<file path="config.mk">
export PLATFORM = sky130hd
export DESIGN_NAME = bcd_7seg_scan
export DESIGN_NICKNAME = d
export VERILOG_FILES = /design/src/rtl/bcd_7seg_scan.sv
export SDC_FILE = /design/constraint.sdc
export NUM_CORES = 1
export LEC_CHECK = 0
export ABC_AREA = 1
export CORE_UTILIZATION = 65
export CTS_CLUSTER_SIZE = 20
export DETAILED_ROUTE_END_ITERATION = 8
export DONT_BUFFER_PORTS = 1
export GPL_TIMING_DRIVEN = 0
export PLACE_DENSITY = 0.8
export SLEW_MARGIN = 20
export SYNTH_ARGS = -nofsm -noshare
export SYNTH_HDL_FRONTEND = slang
export SYNTH_SLANG_ARGS = --single-unit
export TNS_END_PERCENT = 5
</file>
<file path="constraint.sdc">
create_clock -name clk -period 3.2 [get_ports clk]
set_clock_uncertainty 0.1 [all_clocks]
set_input_delay 0.8 -clock clk [delete_from_list [all_inputs] [get_ports clk]]
set_output_delay 0.8 -clock clk [all_outputs]
set_load 0.02 [all_outputs]
</file>
<file path="src/rtl/bcd_7seg_scan.sv">
`default_nettype none
// ============================================================================
// Module   : bcd_7seg_scan
// Purpose  : Two-digit multiplexed 7-segment driver for a 0-39 BCD value.
//            Scans ONES -> GAP1 -> TENS -> GAP2 and shows a dash on invalid
//            data. New values are held pending and committed only at scan
//            wrap so that a digit never changes mid-scan.
// Revision : 1.0 - initial release
// ============================================================================
module bcd_7seg_scan #(
    parameter int SCAN_DIV = 1000,
    parameter int GAP_CYC  = 16
) (
    input  logic       clk,
    input  logic       rst,
    input  logic [5:0] bcd_in,
    input  logic       load,
    output logic       upd_ack,
    output logic       err,
    output logic [6:0] seg_n,
    output logic [1:0] an_n
);

    localparam logic [2:0]  c_ST_IDLE   = 3'd0;
    localparam logic [2:0]  c_ST_ONES   = 3'd1;
    localparam logic [2:0]  c_ST_GAP1   = 3'd2;
    localparam logic [2:0]  c_ST_TENS   = 3'd3;
    localparam logic [2:0]  c_ST_GAP2   = 3'd4;

    localparam logic [15:0] c_SLOT_LAST = 16'(SCAN_DIV - 1);
    localparam logic [15:0] c_GAP_LAST  = 16'(GAP_CYC - 1);
    localparam logic [6:0]  c_DASH      = 7'h40;
    localparam logic [6:0]  c_BLANK_N   = 7'h7F;

    logic [2:0]  r_state;
    logic [15:0] r_scan_cnt;
    logic [5:0]  r_disp;
    logic [5:0]  r_pend;
    logic        r_pend_v;
    logic        r_upd_ack;

    logic        w_slot_last;
    logic        w_gap_last;
    logic        w_wrap;
    logic        w_valid;
    logic [6:0]  w_ones_pat;
    logic [6:0]  w_tens_pat;

    // Active-high gfedcba pattern for a decimal digit.
    function automatic logic [6:0] f_seg(input logic [3:0] digit);
        logic [6:0] pat;
        case (digit)
            4'd0:    pat = 7'h3F;
            4'd1:    pat = 7'h06;
            4'd2:    pat = 7'h5B;
            4'd3:    pat = 7'h4F;
            4'd4:    pat = 7'h66;
            4'd5:    pat = 7'h6D;
            4'd6:    pat = 7'h7D;
            4'd7:    pat = 7'h07;
            4'd8:    pat = 7'h7F;
            4'd9:    pat = 7'h6F;
            default: pat = c_DASH;
        endcase
        return pat;
    endfunction

    assign w_slot_last = (r_scan_cnt == c_SLOT_LAST);
    assign w_gap_last  = (r_scan_cnt == c_GAP_LAST);
    assign w_wrap      = (r_state == c_ST_GAP2) && w_gap_last;
    assign w_valid     = (r_disp[3:0] <= 4'd9);
    assign w_ones_pat  = w_valid ? f_seg(r_disp[3:0]) : c_DASH;
    assign w_tens_pat  = w_valid ? f_seg({2'b00, r_disp[5:4]}) : c_DASH;
    assign upd_ack     = r_upd_ack;
    assign err         = ~w_valid;

    // Scan sequencing, display commit at scan wrap and pending capture.
    always_ff @(posedge clk) begin
        if (rst) begin
            r_state    <= c_ST_IDLE;
            r_scan_cnt <= 16'd0;
            r_disp     <= 6'd0;
            r_pend     <= 6'd0;
            r_pend_v   <= 1'b0;
            r_upd_ack  <= 1'b0;
        end else begin
            r_upd_ack <= 1'b0;
            case (r_state)
                c_ST_IDLE: begin
                    if (load) begin
                        r_disp     <= bcd_in;
                        r_state    <= c_ST_ONES;
                        r_scan_cnt <= 16'd0;
                        r_upd_ack  <= 1'b1;
                    end
                end
                c_ST_ONES: begin
                    if (w_slot_last) begin
                        r_state    <= c_ST_GAP1;
                        r_scan_cnt <= 16'd0;
                    end else begin
                        r_scan_cnt <= r_scan_cnt + 16'd1;
                    end
                end
                c_ST_GAP1: begin
                    if (w_gap_last) begin
                        r_state    <= c_ST_TENS;
                        r_scan_cnt <= 16'd0;
                    end else begin
                        r_scan_cnt <= r_scan_cnt + 16'd1;
                    end
                end
                c_ST_TENS: begin
                    if (w_slot_last) begin
                        r_state    <= c_ST_GAP2;
                        r_scan_cnt <= 16'd0;
                    end else begin
                        r_scan_cnt <= r_scan_cnt + 16'd1;
                    end
                end
                c_ST_GAP2: begin
                    if (w_gap_last) begin
                        r_state    <= c_ST_ONES;
                        r_scan_cnt <= 16'd0;
                        // A load on the wrap edge itself bypasses the pending slot.
                        if (load) begin
                            r_disp    <= bcd_in;
                            r_pend_v  <= 1'b0;
                            r_upd_ack <= 1'b1;
                        end else if (r_pend_v) begin
                            r_disp    <= r_pend;
                            r_pend_v  <= 1'b0;
                            r_upd_ack <= 1'b1;
                        end
                    end else begin
                        r_scan_cnt <= r_scan_cnt + 16'd1;
                    end
                end
                default: begin
                    r_state    <= c_ST_IDLE;
                    r_scan_cnt <= 16'd0;
                end
            endcase
            // While scanning, loads land in the pending slot; last write wins.
            if (load && (r_state != c_ST_IDLE) && !w_wrap) begin
                r_pend   <= bcd_in;
                r_pend_v <= 1'b1;
            end
        end
    end

    // Digit enables and segments decoded purely from state and displayed value.
    always_comb begin
        an_n  = 2'b11;
        seg_n = c_BLANK_N;
        case (r_state)
            c_ST_ONES: begin
                an_n  = 2'b10;
                seg_n = ~w_ones_pat;
            end
            c_ST_TENS: begin
                // Leading zero stays dark; an invalid value still shows its dash.
                if (!w_valid || (r_disp[5:4] != 2'd0)) begin
                    an_n  = 2'b01;
                    seg_n = ~w_tens_pat;
                end
            end
            default: begin
                an_n  = 2'b11;
                seg_n = c_BLANK_N;
            end
        endcase
    end

endmodule
`default_nettype wire
</file>
==> metrics.txt, run 1 <==
# TYPE chip_impl_metric gauge
chip_impl_info{name="run_status",value="finished clean"} 1
chip_impl_metric{name="number_of_global_route_vias_before_repair",unit=""} 1950
chip_impl_metric{name="ios",unit=""} 20
chip_impl_metric{name="pwr-share-clk",unit=""} 0.149
chip_impl_metric{name="seqCellArea",unit="sq um"} 801
chip_impl_info{name="worst_setup_path_end_kind",value="output port"} 1
chip_impl_metric{name="finalInstanceArea",unit="sq um"} 2470
chip_impl_info{name="cts.root.buffer_cell",value="clkbuf_4"} 1
chip_impl_metric{name="least_margin_pin_slew",unit="ps"} 827
chip_impl_metric{name="remaining_drc_errors",unit=""} 0
chip_impl_metric{name="place.port_buffers",unit=""} 0
chip_impl_metric{name="synth_cell_type_count",unit=""} 36
chip_impl_info{name="cpLargestDelayFamily",value="compound AO/OA/AOI/OAI gates"} 1
chip_impl_metric{name="clk_path_buf_depth",unit=""} 2
chip_impl_metric{name="post_cts.resized_instances",unit=""} 0
chip_impl_metric{name="cap_viol_max_count",unit=""} 0
chip_impl_metric{name="netSwitchingFraction",unit=""} 0.449
chip_impl_metric{name="starting_density_of_the_core",unit=""} 0.690
chip_impl_metric{name="final_layout_size_suffix_gt1_frac",unit=""} 0.136
chip_impl_metric{name="nFillCells",unit=""} 320
chip_impl_metric{name="die_area",unit="sq um"} 3870
chip_impl_metric{name="num_rows",unit=""} 21
chip_impl_metric{name="synth.cell_area",unit="sq um"} 2360
chip_impl_metric{name="synth-async-reset-ratio",unit=""} 0
chip_impl_metric{name="synth_edf_count",unit=""} 0
chip_impl_metric{name="routed_via_density",unit=""} 5.24
chip_impl_metric{name="first_pass_iters",unit=""} 4
chip_impl_metric{name="post-synth-top-area-fraction",unit=""} 0.340
chip_impl_info{name="grt_setup_unrepaired",value="no"} 1
chip_impl_info{name="layout.cells.most_common",value="nand2_1"} 1
chip_impl_metric{name="layout_nets",unit=""} 368
chip_impl_metric{name="fin_tns_setup",unit="ps"} 0
chip_impl_info{name="worst_hold_path_type",value="flop to flop"} 1
chip_impl_metric{name="die_w",unit="um"} 62.2
chip_impl_metric{name="ys_warn_count",unit=""} 0
chip_impl_metric{name="place_congestion",unit=""} 0.875
chip_impl_metric{name="critical_path_arrival",unit="ps"} 2040
chip_impl_metric{name="clock-sinks",unit=""} 40
chip_impl_metric{name="max_slew_headroom",unit=""} 0.449
chip_impl_info{name="tritoncts",value="yes"} 1
chip_impl_metric{name="synth_seq_area_share",unit=""} 0.340
chip_impl_metric{name="clock_latency",unit="ps"} 350
chip_impl_info{name="synth.top_cells.by_area",value="dfxtp_1, nand2_1, inv_1"} 1
chip_impl_metric{name="grt_first_pass_wirelength",unit="um"} 8140
chip_impl_metric{name="timing.final.crit_period",unit="ps"} 2940
chip_impl_info{name="critPathKind",value="flop to output port"} 1
chip_impl_metric{name="clk_pin_slew_worst_paths",unit="ps"} 110
chip_impl_metric{name="p_int",unit="mW"} 0.987
chip_impl_info{name="layout_common_cells",value="nand2_1, inv_1, dfxtp_1"} 1
chip_impl_metric{name="num_antenna_cells",unit=""} 0
chip_impl_metric{name="max-vdd-ir-drop",unit="uV"} 438
chip_impl_info{name="crit_path_frequent_cell",value="nand2_1"} 1
chip_impl_metric{name="seqPwrFrac",unit=""} 0.391
chip_impl_info{name="critical_path.cell_chain",value="inv_1 -> a21oi_1 -> inv_1 -> nand2_1 -> nand2_1 -> nand2_1"} 1
chip_impl_metric{name="post-route-period-util",unit=""} 0.918
chip_impl_metric{name="highest_net_fanout_along_the_worst_path",unit=""} 6
chip_impl_metric{name="synth_cells",unit=""} 345
chip_impl_metric{name="pwr_density_cell",unit="nW/um^2"} 725
chip_impl_metric{name="placed_cell_area",unit="sq um"} 2410
chip_impl_metric{name="dp_hpwl",unit="um"} 3610
chip_impl_metric{name="core",unit="sq um"} 3420
chip_impl_metric{name="grt_antenna_before_repair",unit=""} 0
chip_impl_metric{name="p_switching",unit="mW"} 0.805
chip_impl_metric{name="path_buf_inv",unit=""} 2
chip_impl_metric{name="area_delta_synth_final",unit="%"} 4.94
chip_impl_metric{name="final_hold_viol_count",unit=""} 0
chip_impl_metric{name="detail_route.iter0.violations",unit=""} 94
chip_impl_metric{name="final_max_slew_viol_count",unit=""} 0
chip_impl_metric{name="critPathMaxStageDelay",unit="ps"} 660
chip_impl_metric{name="power",unit="mW"} 1.79
chip_impl_metric{name="p_leak",unit="nW"} 1.17
chip_impl_metric{name="finalSetupViolCount",unit=""} 0
chip_impl_info{name="slowest_stage",value="a21oi_1"} 1
chip_impl_metric{name="die_height",unit="um"} 62.2
chip_impl_metric{name="wire_per_inst",unit="um"} 11.5
chip_impl_metric{name="antenna_violating_nets_post_route",unit=""} 0
chip_impl_metric{name="avgSynthCellArea",unit="sq um"} 6.83
chip_impl_metric{name="post-cts-setup-buffer-count",unit=""} 0
chip_impl_metric{name="power_frac_comb",unit=""} 0.460
chip_impl_metric{name="cts_max_level",unit=""} 2
chip_impl_metric{name="clock.fmax",unit="GHz"} 0.341
chip_impl_info{name="dominantRegCellSynth",value="dfxtp_1"} 1
chip_impl_metric{name="grt_max_degree",unit=""} 12
chip_impl_metric{name="overflow",unit=""} 0
chip_impl_metric{name="timing.critical_path.required",unit="ps"} 2300
chip_impl_metric{name="wl",unit="um"} 4580
chip_impl_metric{name="detailroute.via_count",unit=""} 2091
chip_impl_metric{name="postSynthRegisterBits",unit=""} 40
chip_impl_metric{name="cts_hold_buf",unit=""} 0
chip_impl_info{name="yosysTopAreaCell",value="dfxtp_1"} 1
chip_impl_metric{name="gr-usage-all-layers",unit=""} 0.264
chip_impl_info{name="crit_path_start_kind",value="flop"} 1
chip_impl_metric{name="syn-num-nets",unit=""} 361
chip_impl_metric{name="tritoncts.num_buffers",unit=""} 5
chip_impl_metric{name="multi_input_comb_area",unit="sq um"} 1320
[logic make-up after synthesis]
group	synth area share
compound gates	0.103
fa+ha+maj	0.0372
buf+inv	0.0993
flops	0.340
simple gates	0.421
[Yosys cell counts, types with 2 or more instances]
| master | n |
|---|---|
| nand3_2 | 7 |
| or2_1 | 2 |
| o21ai_2 | 2 |
| nor2_4 | 7 |
| a21oi_1 | 10 |
| o21ai_0 | 22 |
| nor2_2 | 5 |
| nand4_1 | 5 |
| nor2_1 | 37 |
| nand3_1 | 25 |
| a31oi_1 | 2 |
| o211ai_1 | 2 |
| nand2_1 | 82 |
| inv_2 | 2 |
| nand2_2 | 9 |
| dfxtp_1 | 40 |
| nand3_4 | 2 |
| ha_1 | 7 |
| nor3_1 | 10 |
| inv_1 | 51 |
[metrics by stage]
step                      hold slack [ps]  worst slack, ps  utilization  instances
after floorplan                       325              916            -        345
after global placement                337              697        0.707        391
after detailed placement              346              658        0.707        391
after CTS                             362              249        0.724        399
after global routing                  377             22.5        0.724        399
final                                 356              263        0.724        399
[cell type report]
class	count	area share
Sequential cell	40	0.324
Inverter	55	0.0865
Tap cell	46	0.0233
Clock buffer	8	0.0238
Buffer	3	0.00810
Multi-Input combinational cell	247	0.534
[worst register-to-register path, cell delays in order (launching register included)]
cell and delay (ps):
dfxtp_1 380, ha_1 210, nand3_2 120, nor2_2 210, nand4_1 230, nand3_1 130, nand2_1 80, nor2_2 190
inv_1 120, ha_1 210, inv_1 50, nand3_1 70, nand3_1 90, nand2_1 50
[routing by layer]
metal	share of wire	global-route usage	wire, um	up-vias
met1	0.50	0.351	2280	934
li1	-	-	-	1107
met4	0.014	0.110	66	0
met5	0	0	0	-
met2	0.44	0.416	2010	44
met3	0.050	0.0551	228	6
[worst paths after layout]
check	startpoint	endpoint	slack, ps	cells after the start
min reg2reg	r_pend[1]$_SDFFE_PP0P_	r_pend[1]$_SDFFE_PP0P_	360	2
max	r_disp[2]$_SDFFE_PP0N_	seg_n[0]	260	6
max reg2reg	r_scan_cnt[0]$_SDFFE_PP0P_	flop	840	13
min	r_pend[1]$_SDFFE_PP0P_	r_pend[1]$_SDFFE_PP0P_	360	2
[power by group through the flow]
stage / sequential, mW / combinational, mW / clock (mW)
2_1_floorplan: 0.694 / 0.688 / 0
3_3_place_gp: 0.710 / 0.803 / 0
3_5_place_dp: 0.712 / 0.821 / 0
4_1_cts: 0.701 / 0.824 / 0.279
5_1_grt: 0.716 / 0.955 / 0.293
6_report: 0.701 / 0.825 / 0.266
No activity file was read; power rests on OpenSTA's default activity.
==> run 2: changes to the inputs <==
- CORE_ASPECT_RATIO: default -> 1.75
- HOLD_SLACK_MARGIN: default -> 0.03
==> metrics.txt, run 2 (same netlist as run 1, synthesis figures left out) <==
# TYPE chip_impl_metric gauge
chip_impl_info{name="layout_common_cells",value="nand2_1, inv_1, dfxtp_1"} 1
chip_impl_metric{name="starting_density_of_the_core",unit=""} 0.686
chip_impl_metric{name="overflow",unit=""} 0
chip_impl_metric{name="clock.fmax",unit="GHz"} 0.355
chip_impl_metric{name="power",unit="mW"} 1.87
chip_impl_info{name="run_status",value="finished clean"} 1
chip_impl_metric{name="place.port_buffers",unit=""} 0
chip_impl_info{name="layout.cells.most_common",value="nand2_1"} 1
chip_impl_metric{name="layout_nets",unit=""} 368
chip_impl_metric{name="grt_max_degree",unit=""} 12
chip_impl_metric{name="post-cts-setup-buffer-count",unit=""} 0
chip_impl_metric{name="final_util",unit=""} 0.729
chip_impl_metric{name="placed_cell_area",unit="sq um"} 2410
chip_impl_info{name="cpLargestDelayFamily",value="compound AO/OA/AOI/OAI gates"} 1
chip_impl_metric{name="ios",unit=""} 20
chip_impl_metric{name="remaining_drc_errors",unit=""} 0
chip_impl_metric{name="clk_pin_slew_worst_paths",unit="ps"} 80
chip_impl_metric{name="number_of_global_route_vias_before_repair",unit=""} 1941
chip_impl_info{name="tritoncts",value="yes"} 1
chip_impl_metric{name="grt_antenna_before_repair",unit=""} 0
chip_impl_metric{name="routed_via_density",unit=""} 5.23
chip_impl_metric{name="detailroute.via_count",unit=""} 2082
chip_impl_info{name="cts.root.buffer_cell",value="clkbuf_8"} 1
chip_impl_metric{name="post-route-period-util",unit=""} 0.881
chip_impl_metric{name="clk_path_buf_depth",unit=""} 2
chip_impl_metric{name="timing.critical_path.required",unit="ps"} 2300
chip_impl_metric{name="timing.final.crit_period",unit="ps"} 2820
chip_impl_metric{name="pwr_density_cell",unit="nW/um^2"} 746
chip_impl_metric{name="num_antenna_cells",unit=""} 0
chip_impl_metric{name="path_buf_inv",unit=""} 2
chip_impl_metric{name="grt_first_pass_wirelength",unit="um"} 7710
chip_impl_metric{name="dp_hpwl",unit="um"} 3790
chip_impl_metric{name="p_leak",unit="nW"} 1.18
chip_impl_metric{name="least_margin_pin_slew",unit="ps"} 829
chip_impl_metric{name="cap_viol_max_count",unit=""} 0
chip_impl_metric{name="post_cts.resized_instances",unit=""} 0
chip_impl_metric{name="finalInstanceArea",unit="sq um"} 2500
chip_impl_metric{name="finalSetupViolCount",unit=""} 0
chip_impl_metric{name="fin_tns_setup",unit="ps"} 0
chip_impl_metric{name="critical_path_arrival",unit="ps"} 1920
chip_impl_info{name="crit_path_frequent_cell",value="nand2_1"} 1
chip_impl_metric{name="final_layout_size_suffix_gt1_frac",unit=""} 0.136
chip_impl_metric{name="clock-sinks",unit=""} 40
chip_impl_metric{name="wire_per_inst",unit="um"} 11.8
chip_impl_info{name="worst_setup_path_end_kind",value="output port"} 1
chip_impl_metric{name="clock_latency",unit="ps"} 290
chip_impl_metric{name="area_delta_synth_final",unit="%"} 6.21
chip_impl_metric{name="first_pass_iters",unit=""} 4
chip_impl_metric{name="highest_net_fanout_along_the_worst_path",unit=""} 6
chip_impl_info{name="crit_path_start_kind",value="flop"} 1
chip_impl_metric{name="gr-usage-all-layers",unit=""} 0.275
chip_impl_metric{name="final_max_slew_viol_count",unit=""} 0
chip_impl_metric{name="dp_worst_setup_slack",unit="ps"} 692
chip_impl_info{name="slowest_stage",value="a21oi_1"} 1
chip_impl_metric{name="detail_route.iter0.violations",unit=""} 42
chip_impl_metric{name="max_slew_headroom",unit=""} 0.447
chip_impl_metric{name="final_hold_viol_count",unit=""} 0
chip_impl_metric{name="num_rows",unit=""} 28
chip_impl_info{name="grt_setup_unrepaired",value="no"} 1
chip_impl_info{name="critPathKind",value="flop to output port"} 1
chip_impl_metric{name="die_height",unit="um"} 81.6
chip_impl_metric{name="cts_max_level",unit=""} 2
chip_impl_metric{name="antenna_violating_nets_post_route",unit=""} 0
chip_impl_metric{name="die_area",unit="sq um"} 3880
chip_impl_metric{name="cts_hold_buf",unit=""} 0
chip_impl_metric{name="finalWorstSetupSlack",unit="ps"} 380
chip_impl_info{name="worst_hold_path_type",value="flop to flop"} 1
chip_impl_metric{name="die_w",unit="um"} 47.5
chip_impl_metric{name="max-vdd-ir-drop",unit="uV"} 534
chip_impl_metric{name="regToRegSetupSlack",unit="ps"} 850
chip_impl_metric{name="wl",unit="um"} 4710
chip_impl_metric{name="core",unit="sq um"} 3430
chip_impl_info{name="critical_path.cell_chain",value="inv_1 -> a21oi_1 -> inv_1 -> nand2_1 -> nand2_1 -> nand2_1"} 1
chip_impl_metric{name="critPathMaxStageDelay",unit="ps"} 660
chip_impl_metric{name="place_congestion",unit=""} 0.845
chip_impl_metric{name="tritoncts.num_buffers",unit=""} 5
run 2: where the power goes:
group          switching, mW  internal [mW]  total [mW]  leakage (nW)
sequential            0.0731          0.627       0.700         0.328
clock                  0.167          0.176       0.343        0.0455
combinational          0.572          0.251       0.823         0.808
total                  0.811           1.05        1.87          1.18
run 2: worst paths after layout:
path / from / endpoint / depth (start not counted)
min reg2reg: r_pend[1]$_SDFFE_PP0P_ / r_pend[1]$_SDFFE_PP0P_ / 2
max: r_disp[2]$_SDFFE_PP0N_ / seg_n[3] / 6
max reg2reg: r_scan_cnt[1]$_SDFFE_PP0P_ / flop / 14
min: r_pend[1]$_SDFFE_PP0P_ / r_pend[1]$_SDFFE_PP0P_ / 2
run 2: final cells by class:
| class | instances | area (sq um) |
|---|---|---|
| clock buffers | 8 | 90.1 |
| well taps | 45 | 56.3 |
| flip-flops and latches | 40 | 801 |
| multi-input cells | 247 | 1320 |
| plain buffers | 3 | 20.0 |
| inverters | 55 | 214 |
| fillers | 314 | 931 |
run 2: stage by stage:
step                instances  hold slack [ps]
floorplan                 345              325
global route              398              403
global placement          390              340
detailed placement        390              342
finish                    398              354
CTS                       398              354
run 2: worst reg2reg max path, delay by kind of cell (launching register included):
family | cells | cell delay, ps
flops | 1 | 360
simple gates | 10 | 1270
buf+inv | 2 | 160
fa+ha+maj | 2 | 400
run 2: routing by layer:
metal / global-route usage / share of wire / vias to the layer above
met1: 0.246 / 0.38 / 928
met4: 0.114 / 0.026 / 0
li1: - / - / 1113
met3: 0.0637 / 0.036 / 10
met5: 0 / 0 / -
met2: 0.534 / 0.55 / 31
